File: src/rtl/iob_master_ctrl_if.sv
// Requester handshake and I/O-bus signal bundle for the IOB master controller.
// The master modport is the controller; slave is the requester/bus side.
interface iob_master_ctrl_if;
    logic IOREQ;
    logic IORW;
    logic IOL;
    logic IOU;
    logic IOACT;
    logic IOBERR;
    logic nAS_IOB;
    logic nLDS_IOB;
    logic nUDS_IOB;
    logic RnW_IOB;
    logic nDoutOE;
    logic nDinLE;
    logic E_IOB;
    logic nVMA_IOB;
    logic nDTACK_IOB;
    logic nVPA_IOB;
    logic nBERR_IOB;

    modport master (
        input  IOREQ, IORW, IOL, IOU, nDTACK_IOB, nVPA_IOB, nBERR_IOB,
        output IOACT, IOBERR, nAS_IOB, nLDS_IOB, nUDS_IOB, RnW_IOB,
               nDoutOE, nDinLE, E_IOB, nVMA_IOB
    );

    modport slave (
        output IOREQ, IORW, IOL, IOU, nDTACK_IOB, nVPA_IOB, nBERR_IOB,
        input  IOACT, IOBERR, nAS_IOB, nLDS_IOB, nUDS_IOB, RnW_IOB,
               nDoutOE, nDinLE, E_IOB, nVMA_IOB
    );
endinterface

File: src/rtl/iob_master_ctrl.sv
// 68000-style I/O-bus master: runs one bus cycle per request, with DTACK,
// 6800-style VPA/VMA and BERR/timeout terminations and a free-running E clock.
module iob_master_ctrl #(
    parameter int TIMEOUT = 255,
    parameter int EDIV    = 10
) (
    input  logic              CLK,
    input  logic              RST,
    iob_master_ctrl_if.master bus
);
    localparam int             ECW     = $clog2(EDIV);
    localparam logic [ECW-1:0] E_LAST  = ECW'(EDIV - 1);
    localparam logic [ECW-1:0] E_HIGH  = ECW'(EDIV - 4);
    localparam logic [ECW-1:0] E_VMA   = ECW'(2);
    localparam logic [ECW-1:0] E_ONE   = ECW'(1);
    localparam logic [7:0]     TO_LAST = 8'(TIMEOUT - 1);

    typedef enum logic [2:0] {
        S_IDLE, S_AS, S_STRB, S_WAIT, S_VMA, S_DONE, S_END, S_RECOV
    } state_t;

    state_t         state_r;
    logic [ECW-1:0] ecnt_r;
    logic [ECW-1:0] ecnt_nxt_s;
    logic           e_r;
    logic [2:0]     term_s1_r;   // {nBERR, nDTACK, nVPA}
    logic [2:0]     term_s2_r;
    logic           berr_s, dtack_s, vpa_s;
    logic           armed_r, err_r, lds_en_r, uds_en_r;
    logic [7:0]     wcnt_r;
    logic           ioact_r, ioberr_r, nas_r, nlds_r, nuds_r, rnw_r;
    logic           ndoutoe_r, ndinle_r, nvma_r;

    // Two-flop synchronizers on the asynchronous bus terminations
    always_ff @(posedge CLK or posedge RST) begin
        if (RST) begin
            term_s1_r <= 3'b111;
            term_s2_r <= 3'b111;
        end else begin
            term_s1_r <= {bus.nBERR_IOB, bus.nDTACK_IOB, bus.nVPA_IOB};
            term_s2_r <= term_s1_r;
        end
    end

    assign berr_s  = ~term_s2_r[2];
    assign dtack_s = ~term_s2_r[1];
    assign vpa_s   = ~term_s2_r[0];

    // Next E-clock count, wrapping at EDIV-1
    always_comb begin
        if (ecnt_r == E_LAST) begin
            ecnt_nxt_s = '0;
        end else begin
            ecnt_nxt_s = ecnt_r + E_ONE;
        end
    end

    // E is registered from the next count so it is high while Ecnt is in the last four counts
    always_ff @(posedge CLK or posedge RST) begin
        if (RST) begin
            ecnt_r <= '0;
            e_r    <= 1'b0;
        end else begin
            ecnt_r <= ecnt_nxt_s;
            e_r    <= (ecnt_nxt_s >= E_HIGH);
        end
    end

    // Bus-cycle sequencer; every strobe is a register
    always_ff @(posedge CLK or posedge RST) begin
        if (RST) begin
            state_r   <= S_IDLE;
            armed_r   <= 1'b0;
            err_r     <= 1'b0;
            lds_en_r  <= 1'b0;
            uds_en_r  <= 1'b0;
            wcnt_r    <= 8'd0;
            ioact_r   <= 1'b0;
            ioberr_r  <= 1'b0;
            nas_r     <= 1'b1;
            nlds_r    <= 1'b1;
            nuds_r    <= 1'b1;
            rnw_r     <= 1'b1;
            ndoutoe_r <= 1'b1;
            ndinle_r  <= 1'b1;
            nvma_r    <= 1'b1;
        end else begin
            // A request must be seen low once before it may start another cycle
            if (!bus.IOREQ) armed_r <= 1'b1;
            case (state_r)
                S_IDLE: begin
                    if (bus.IOREQ && armed_r) begin
                        state_r  <= S_AS;
                        armed_r  <= 1'b0;
                        rnw_r    <= bus.IORW;
                        ioact_r  <= 1'b1;
                        nas_r    <= 1'b0;
                        ioberr_r <= 1'b0;
                        err_r    <= 1'b0;
                    end
                end
                S_AS: begin
                    state_r  <= S_STRB;
                    lds_en_r <= bus.IOL;
                    uds_en_r <= bus.IOU;
                    if (rnw_r) begin
                        nlds_r <= ~bus.IOL;
                        nuds_r <= ~bus.IOU;
                    end else begin
                        ndoutoe_r <= 1'b0;
                    end
                end
                S_STRB: begin
                    state_r <= S_WAIT;
                    wcnt_r  <= 8'd0;
                    if (!rnw_r) begin
                        nlds_r <= ~lds_en_r;
                        nuds_r <= ~uds_en_r;
                    end
                end
                S_WAIT: begin
                    if (berr_s) begin
                        state_r  <= S_DONE;
                        err_r    <= 1'b1;
                        ndinle_r <= ~rnw_r;
                    end else if (dtack_s) begin
                        state_r  <= S_DONE;
                        ndinle_r <= ~rnw_r;
                    end else if (vpa_s) begin
                        state_r <= S_VMA;
                    end else if (wcnt_r == TO_LAST) begin
                        state_r  <= S_DONE;
                        err_r    <= 1'b1;
                        ndinle_r <= ~rnw_r;
                    end else begin
                        wcnt_r <= wcnt_r + 8'd1;
                    end
                end
                S_VMA: begin
                    // Only finish on E falling once VMA has actually been driven
                    if (berr_s) begin
                        state_r  <= S_DONE;
                        err_r    <= 1'b1;
                        nvma_r   <= 1'b1;
                        ndinle_r <= ~rnw_r;
                    end else if (!nvma_r && (ecnt_r == E_LAST)) begin
                        state_r  <= S_DONE;
                        nvma_r   <= 1'b1;
                        ndinle_r <= ~rnw_r;
                    end else if (ecnt_r == E_VMA) begin
                        nvma_r <= 1'b0;
                    end
                end
                S_DONE: begin
                    state_r  <= S_END;
                    ndinle_r <= 1'b1;
                    nas_r    <= 1'b1;
                    nlds_r   <= 1'b1;
                    nuds_r   <= 1'b1;
                    ioact_r  <= 1'b0;
                    ioberr_r <= err_r;
                end
                S_END: begin
                    state_r   <= S_RECOV;
                    ndoutoe_r <= 1'b1;
                    rnw_r     <= 1'b1;
                end
                S_RECOV: begin
                    state_r <= S_IDLE;
                end
                default: begin
                    state_r <= S_IDLE;
                end
            endcase
        end
    end

    assign bus.IOACT    = ioact_r;
    assign bus.IOBERR   = ioberr_r;
    assign bus.nAS_IOB  = nas_r;
    assign bus.nLDS_IOB = nlds_r;
    assign bus.nUDS_IOB = nuds_r;
    assign bus.RnW_IOB  = rnw_r;
    assign bus.nDoutOE  = ndoutoe_r;
    assign bus.nDinLE   = ndinle_r;
    assign bus.E_IOB    = e_r;
    assign bus.nVMA_IOB = nvma_r;
endmodule

File: src/flat_wrapper.sv
// flat-port wrapper written by rule: the top's interface ports become plain ports
module iob_master_ctrl_flat 
#(
    parameter int TIMEOUT = 255,
    parameter int EDIV    = 10
)
  (CLK, RST, bus_IOREQ, bus_IORW, bus_IOL, bus_IOU, bus_nDTACK_IOB, bus_nVPA_IOB, bus_nBERR_IOB, bus_IOACT, bus_IOBERR, bus_nAS_IOB, bus_nLDS_IOB, bus_nUDS_IOB, bus_RnW_IOB, bus_nDoutOE, bus_nDinLE, bus_E_IOB, bus_nVMA_IOB);
  iob_master_ctrl_if bus_i ();
  input  logic CLK;
  input  logic RST;
  input wire logic [$bits(bus_i.IOREQ)-1:0] bus_IOREQ;
  input wire logic [$bits(bus_i.IORW)-1:0] bus_IORW;
  input wire logic [$bits(bus_i.IOL)-1:0] bus_IOL;
  input wire logic [$bits(bus_i.IOU)-1:0] bus_IOU;
  input wire logic [$bits(bus_i.nDTACK_IOB)-1:0] bus_nDTACK_IOB;
  input wire logic [$bits(bus_i.nVPA_IOB)-1:0] bus_nVPA_IOB;
  input wire logic [$bits(bus_i.nBERR_IOB)-1:0] bus_nBERR_IOB;
  output wire logic [$bits(bus_i.IOACT)-1:0] bus_IOACT;
  output wire logic [$bits(bus_i.IOBERR)-1:0] bus_IOBERR;
  output wire logic [$bits(bus_i.nAS_IOB)-1:0] bus_nAS_IOB;
  output wire logic [$bits(bus_i.nLDS_IOB)-1:0] bus_nLDS_IOB;
  output wire logic [$bits(bus_i.nUDS_IOB)-1:0] bus_nUDS_IOB;
  output wire logic [$bits(bus_i.RnW_IOB)-1:0] bus_RnW_IOB;
  output wire logic [$bits(bus_i.nDoutOE)-1:0] bus_nDoutOE;
  output wire logic [$bits(bus_i.nDinLE)-1:0] bus_nDinLE;
  output wire logic [$bits(bus_i.E_IOB)-1:0] bus_E_IOB;
  output wire logic [$bits(bus_i.nVMA_IOB)-1:0] bus_nVMA_IOB;
  assign bus_i.IOREQ = bus_IOREQ;
  assign bus_i.IORW = bus_IORW;
  assign bus_i.IOL = bus_IOL;
  assign bus_i.IOU = bus_IOU;
  assign bus_i.nDTACK_IOB = bus_nDTACK_IOB;
  assign bus_i.nVPA_IOB = bus_nVPA_IOB;
  assign bus_i.nBERR_IOB = bus_nBERR_IOB;
  assign bus_IOACT = bus_i.IOACT;
  assign bus_IOBERR = bus_i.IOBERR;
  assign bus_nAS_IOB = bus_i.nAS_IOB;
  assign bus_nLDS_IOB = bus_i.nLDS_IOB;
  assign bus_nUDS_IOB = bus_i.nUDS_IOB;
  assign bus_RnW_IOB = bus_i.RnW_IOB;
  assign bus_nDoutOE = bus_i.nDoutOE;
  assign bus_nDinLE = bus_i.nDinLE;
  assign bus_E_IOB = bus_i.E_IOB;
  assign bus_nVMA_IOB = bus_i.nVMA_IOB;
  iob_master_ctrl #(.TIMEOUT(TIMEOUT), .EDIV(EDIV)) u_core (.CLK(CLK), .RST(RST), .bus(bus_i));
endmodule
File: config.mk
export PLATFORM = sky130hd
export DESIGN_NAME = iob_master_ctrl_flat
export DESIGN_NICKNAME = d
export VERILOG_FILES = /design/src/rtl/iob_master_ctrl_if.sv /design/src/rtl/iob_master_ctrl.sv /design/src/flat_wrapper.sv
export SDC_FILE = /design/constraint.sdc
export NUM_CORES = 1
export LEC_CHECK = 0
export ABC_CLOCK_PERIOD_IN_PS = 4800
export BUFFER_PORTS_ARGS = -buffer_cell sky130_fd_sc_hd__buf_2
export CORE_MARGIN = 5
export CORE_UTILIZATION = 45
export CTS_CLUSTER_SIZE = 12
export DETAILED_ROUTE_END_ITERATION = 8
export RECOVER_POWER = 100
export SLEW_MARGIN = 20
export SYNTH_ARGS = -nofsm -noshare
export SYNTH_HDL_FRONTEND = slang
export SYNTH_SLANG_ARGS = --single-unit
File: constraint.sdc
create_clock -name CLK -period 4.8 [get_ports CLK]
set_input_delay 0.72 -clock CLK [delete_from_list [all_inputs] [get_ports CLK]]
set_output_delay 0.72 -clock CLK [all_outputs]
set_load 0.02 [all_outputs]
==> results by group <==
Synthesis
  – Synth cell count leaders: dfrtp_1 (22), a21oi_1 (14), dfstp_2 (13), nor2_1 (13), o21ai_0 (13)
  – Post-synthesis async set-or-reset flop share: 100.0%
  – Post-Synth Simple-Gate Area: 18.60%
  – Post-synth cell types: 46
  – XOR/XNOR Fraction of Synth Area: under 10%
  – Synth area leaders: dfrtp_1 (32%), dfstp_2 (20%), a21oi_1 (4.1%)
  – Ys Warns: 0
  – Syn nets: 186
  – Yosys top cell by area: dfrtp_1
  – Post-Syn Area: 0.001729 sq mm
  – Number of synthesized flops with an enable pin: 0
  – Main flop type after synthesis: dfrtp_1
  – Seq/Total Area, Yosys: 51.59%
  – Post-synthesis compound-gate area fraction: approximately 22%
  – Post-Syn Instances: 175
  – Synth Register Bits: 35
  – Post-synth top area share: 31.84%
  – Main combinational cell family by area after synthesis: compound AO/OA/AOI/OAI gates
  – Count leader, synth: dfrtp_1
  – Mux contribution to synthesized area: under 10%
  – Synth Area per Inst: 9.881 sq um
  – Post-Synth Adder-Cell Area: 1.447%

Routing
  – Vias: 1,397
  – Initial drt markers: 108
  – Wire per inst: 14.43 microns
  – Total wire length: 3522 microns
  – Antenna viol nets, final: 0
  – Vias per cell: ~5.7
  – DR DRC count: 0
  – Drt pass-1 iters: 4

Floorplan
  – Die width: roughly 72 microns
  – Starting Density: 46.88%
  – Rows: 22
  – Die outline height: 71.99 microns
  – Core ar.: ~0.0037 sq mm
  – I/O pin cnt: 19
  – Die area: 0.005183 sq mm

Pwr
  – Switching Share: 38.04%
  – Sw Pwr: 0.0004354 W
  – Pint: 0.0007093 W
  – VDD IR max: 0.0002928 V
  – Power Density: 588.3 mW/mm^2
  – Clk network pwr share: 23.6%
  – Leak Pwr: 0.7908 nW
  – Seq pwr share: 44.2%
  – Final total power: 0.001145 W
  – Power share of the combinational group: approximately 32%

Global routing
  – Number of global-route vias before repair: around 1,300
  – Antenna violations before repair: 0
  – GRT overflow: 0
  – Largest net degree at the start of global routing: 36
  – Global-route wire length before repair: 6223 microns
  – Overall Global Routing Usage: approximately 15%

STA
  – Fin crit share: 43.81%
  – Setup Viol. Count Final: 0
  – Final hold vios: 0
  – RSZ-0062 raised after global routing: false
  – Final Hold Slack: 0.3554 ns
  – Clock skew: 0.006279 ns
  – Relative slew slack: -20.17%
  – Slew @ Worst Pin: 1.803 ns
  – Max-slew violation count: 36
  – Setup tns final: 0 ns
  – Achievable frequency: 475.6 MHz
  – Minimum clock period: 2.103 ns

Cells and area
  – Share of cells above drive strength 1: around 16%
  – Finished Layout Cells: 244
  – N_diodes: 0
  – Area grow syn2layout: 12.52%
  – Nets: 206

Critical path
  – Crit path largest cell delay: roughly 1.3 ns
  – CP top delay family: buffers and inverters
  – Critical Path AT: 2.15 ns
  – Worst setup SP type: input port
  – Critical path class: input port to asynchronous set/reset pin
  – CP Cell Sequence: buf_2, inv_1, clkbuf_1
  – WP buf/inv: 3
  – Crit. End Element: asynchronous set/reset pin
  – Slowest cell on crit path: clkbuf_1
  – Critical path peak fanout: 35
  – Req. time, crit path: slightly below 5 ns

Clocking
  – Clk_lat worst skew: approximately 0.28 ns
  – Clk root buf: clkbuf_8
  – Clock transition at the registers of the reported paths: 0.07 ns
  – CTS Hold Bufs: 0
  – Post-CTS sizing: 0
  – H-tree levels: 2
  – Post-CTS Setup Repair Bufs: 0
  – CTS buffer count: 5
  – CTS Sinks: 35
  – Longest Clk Path Bufs: 2
  – CTS tree: yes

Place
  – Port Buffers: 18
  – Placed cell count: 236
  – Routability cong.: ~0.8
  – HPWL Detailed: 2509 microns

Run status
  – Violated checks: capacitance limit, slew limit
  – Run status: complete, but fails checks

Min path
  – Worst min-delay path class: register to register

Run
  – Maximum Capacitance Violations: 1
## power by group through the flow
stage,combinational (W),sequential [W],clock (W)
after detailed placement,0.000380,0.000509,0
after global routing,0.000422,0.000521,0.000290
final,0.000369,0.000506,0.000270
after floorplan,0.000302,0.000483,0
after global placement,0.000382,0.000503,0
after CTS,0.000383,0.000504,0.000280
## flip-flops by register name, indices dropped and copies added, names as in the netlist, 3 cells and up
| name | count |
|---|---|
| u_core.term_s2_r | 3 |
| u_core.wcnt_r | 8 |
| u_core.ecnt_r | 4 |
| u_core.state_r | 3 |
| u_core.term_s1_r | 3 |
## per-layer routing
layer	global-route usage (%)	up-vias	wire length, microns
li1	-	683	-
met1	18.98	676	1611
met2	24.90	32	1709
met3	4.294	6	146
met4	5.637	0	55
met5	0	-	0
## placed cells by master, fill, tap and decap left out, types with 6 or more instances in the layout
| cell type | n |
|---|---|
| buf_2 | 9 |
| nand2b_1 | 7 |
| nand2_1 | 12 |
| dfrtp_1 | 22 |
| clkbuf_8 | 6 |
| o21ai_0 | 13 |
| nor2_1 | 13 |
| nand3_1 | 8 |
| dfstp_2 | 12 |
| clkbuf_1 | 10 |
| a21oi_1 | 14 |
| inv_1 | 8 |
## per-stage QoR
step           setup WS, ns  util [%]  area, sq um
3_5_place_dp          2.980     50.27         1854
3_3_place_gp          3.048     50.27         1854
4_1_cts               2.939     53.46         1972
6_report              2.697     52.75         1946
5_1_grt               2.209     52.75         1946
2_1_floorplan         3.269         -         1729
## kinds of logic after synthesis
family	Yosys count
mux	2
xor+xnor	3
flops	35
fa+ha+maj	2
buf+inv	15
compound gates	56
simple gates	62
## final timing paths
check | start | to | slack [ns] | depth (start not counted)
worst max-delay path | RST | u_core.armed_r | 2.70 | 3
worst min-delay path | u_core.term_s1_r[2] | u_core.term_s2_r[2] | 0.36 | 0
worst max register to register | u_core.state_r[1] | u_core.wcnt_r[7] | 2.78 | 4
worst min register to register | u_core.term_s1_r[2] | u_core.term_s2_r[2] | 0.36 | 0
max in group CLK | u_core.state_r[1] | u_core.wcnt_r[7] | 2.78 | 4
min in group asynchronous | RST | u_core.wcnt_r[3] | 1.07 | 3
## area by class of cell
type	instances	area [sq um]
sequential	35	892.1
tap	48	60.06
timing repair buffer	19	82.58
multi-input combinational	125	759.5
inverter	9	33.78
clock inverter	2	35.03
fill	356	1743
clock buffer	6	82.58
Note: power is estimated with default switching activity, not from simulation.
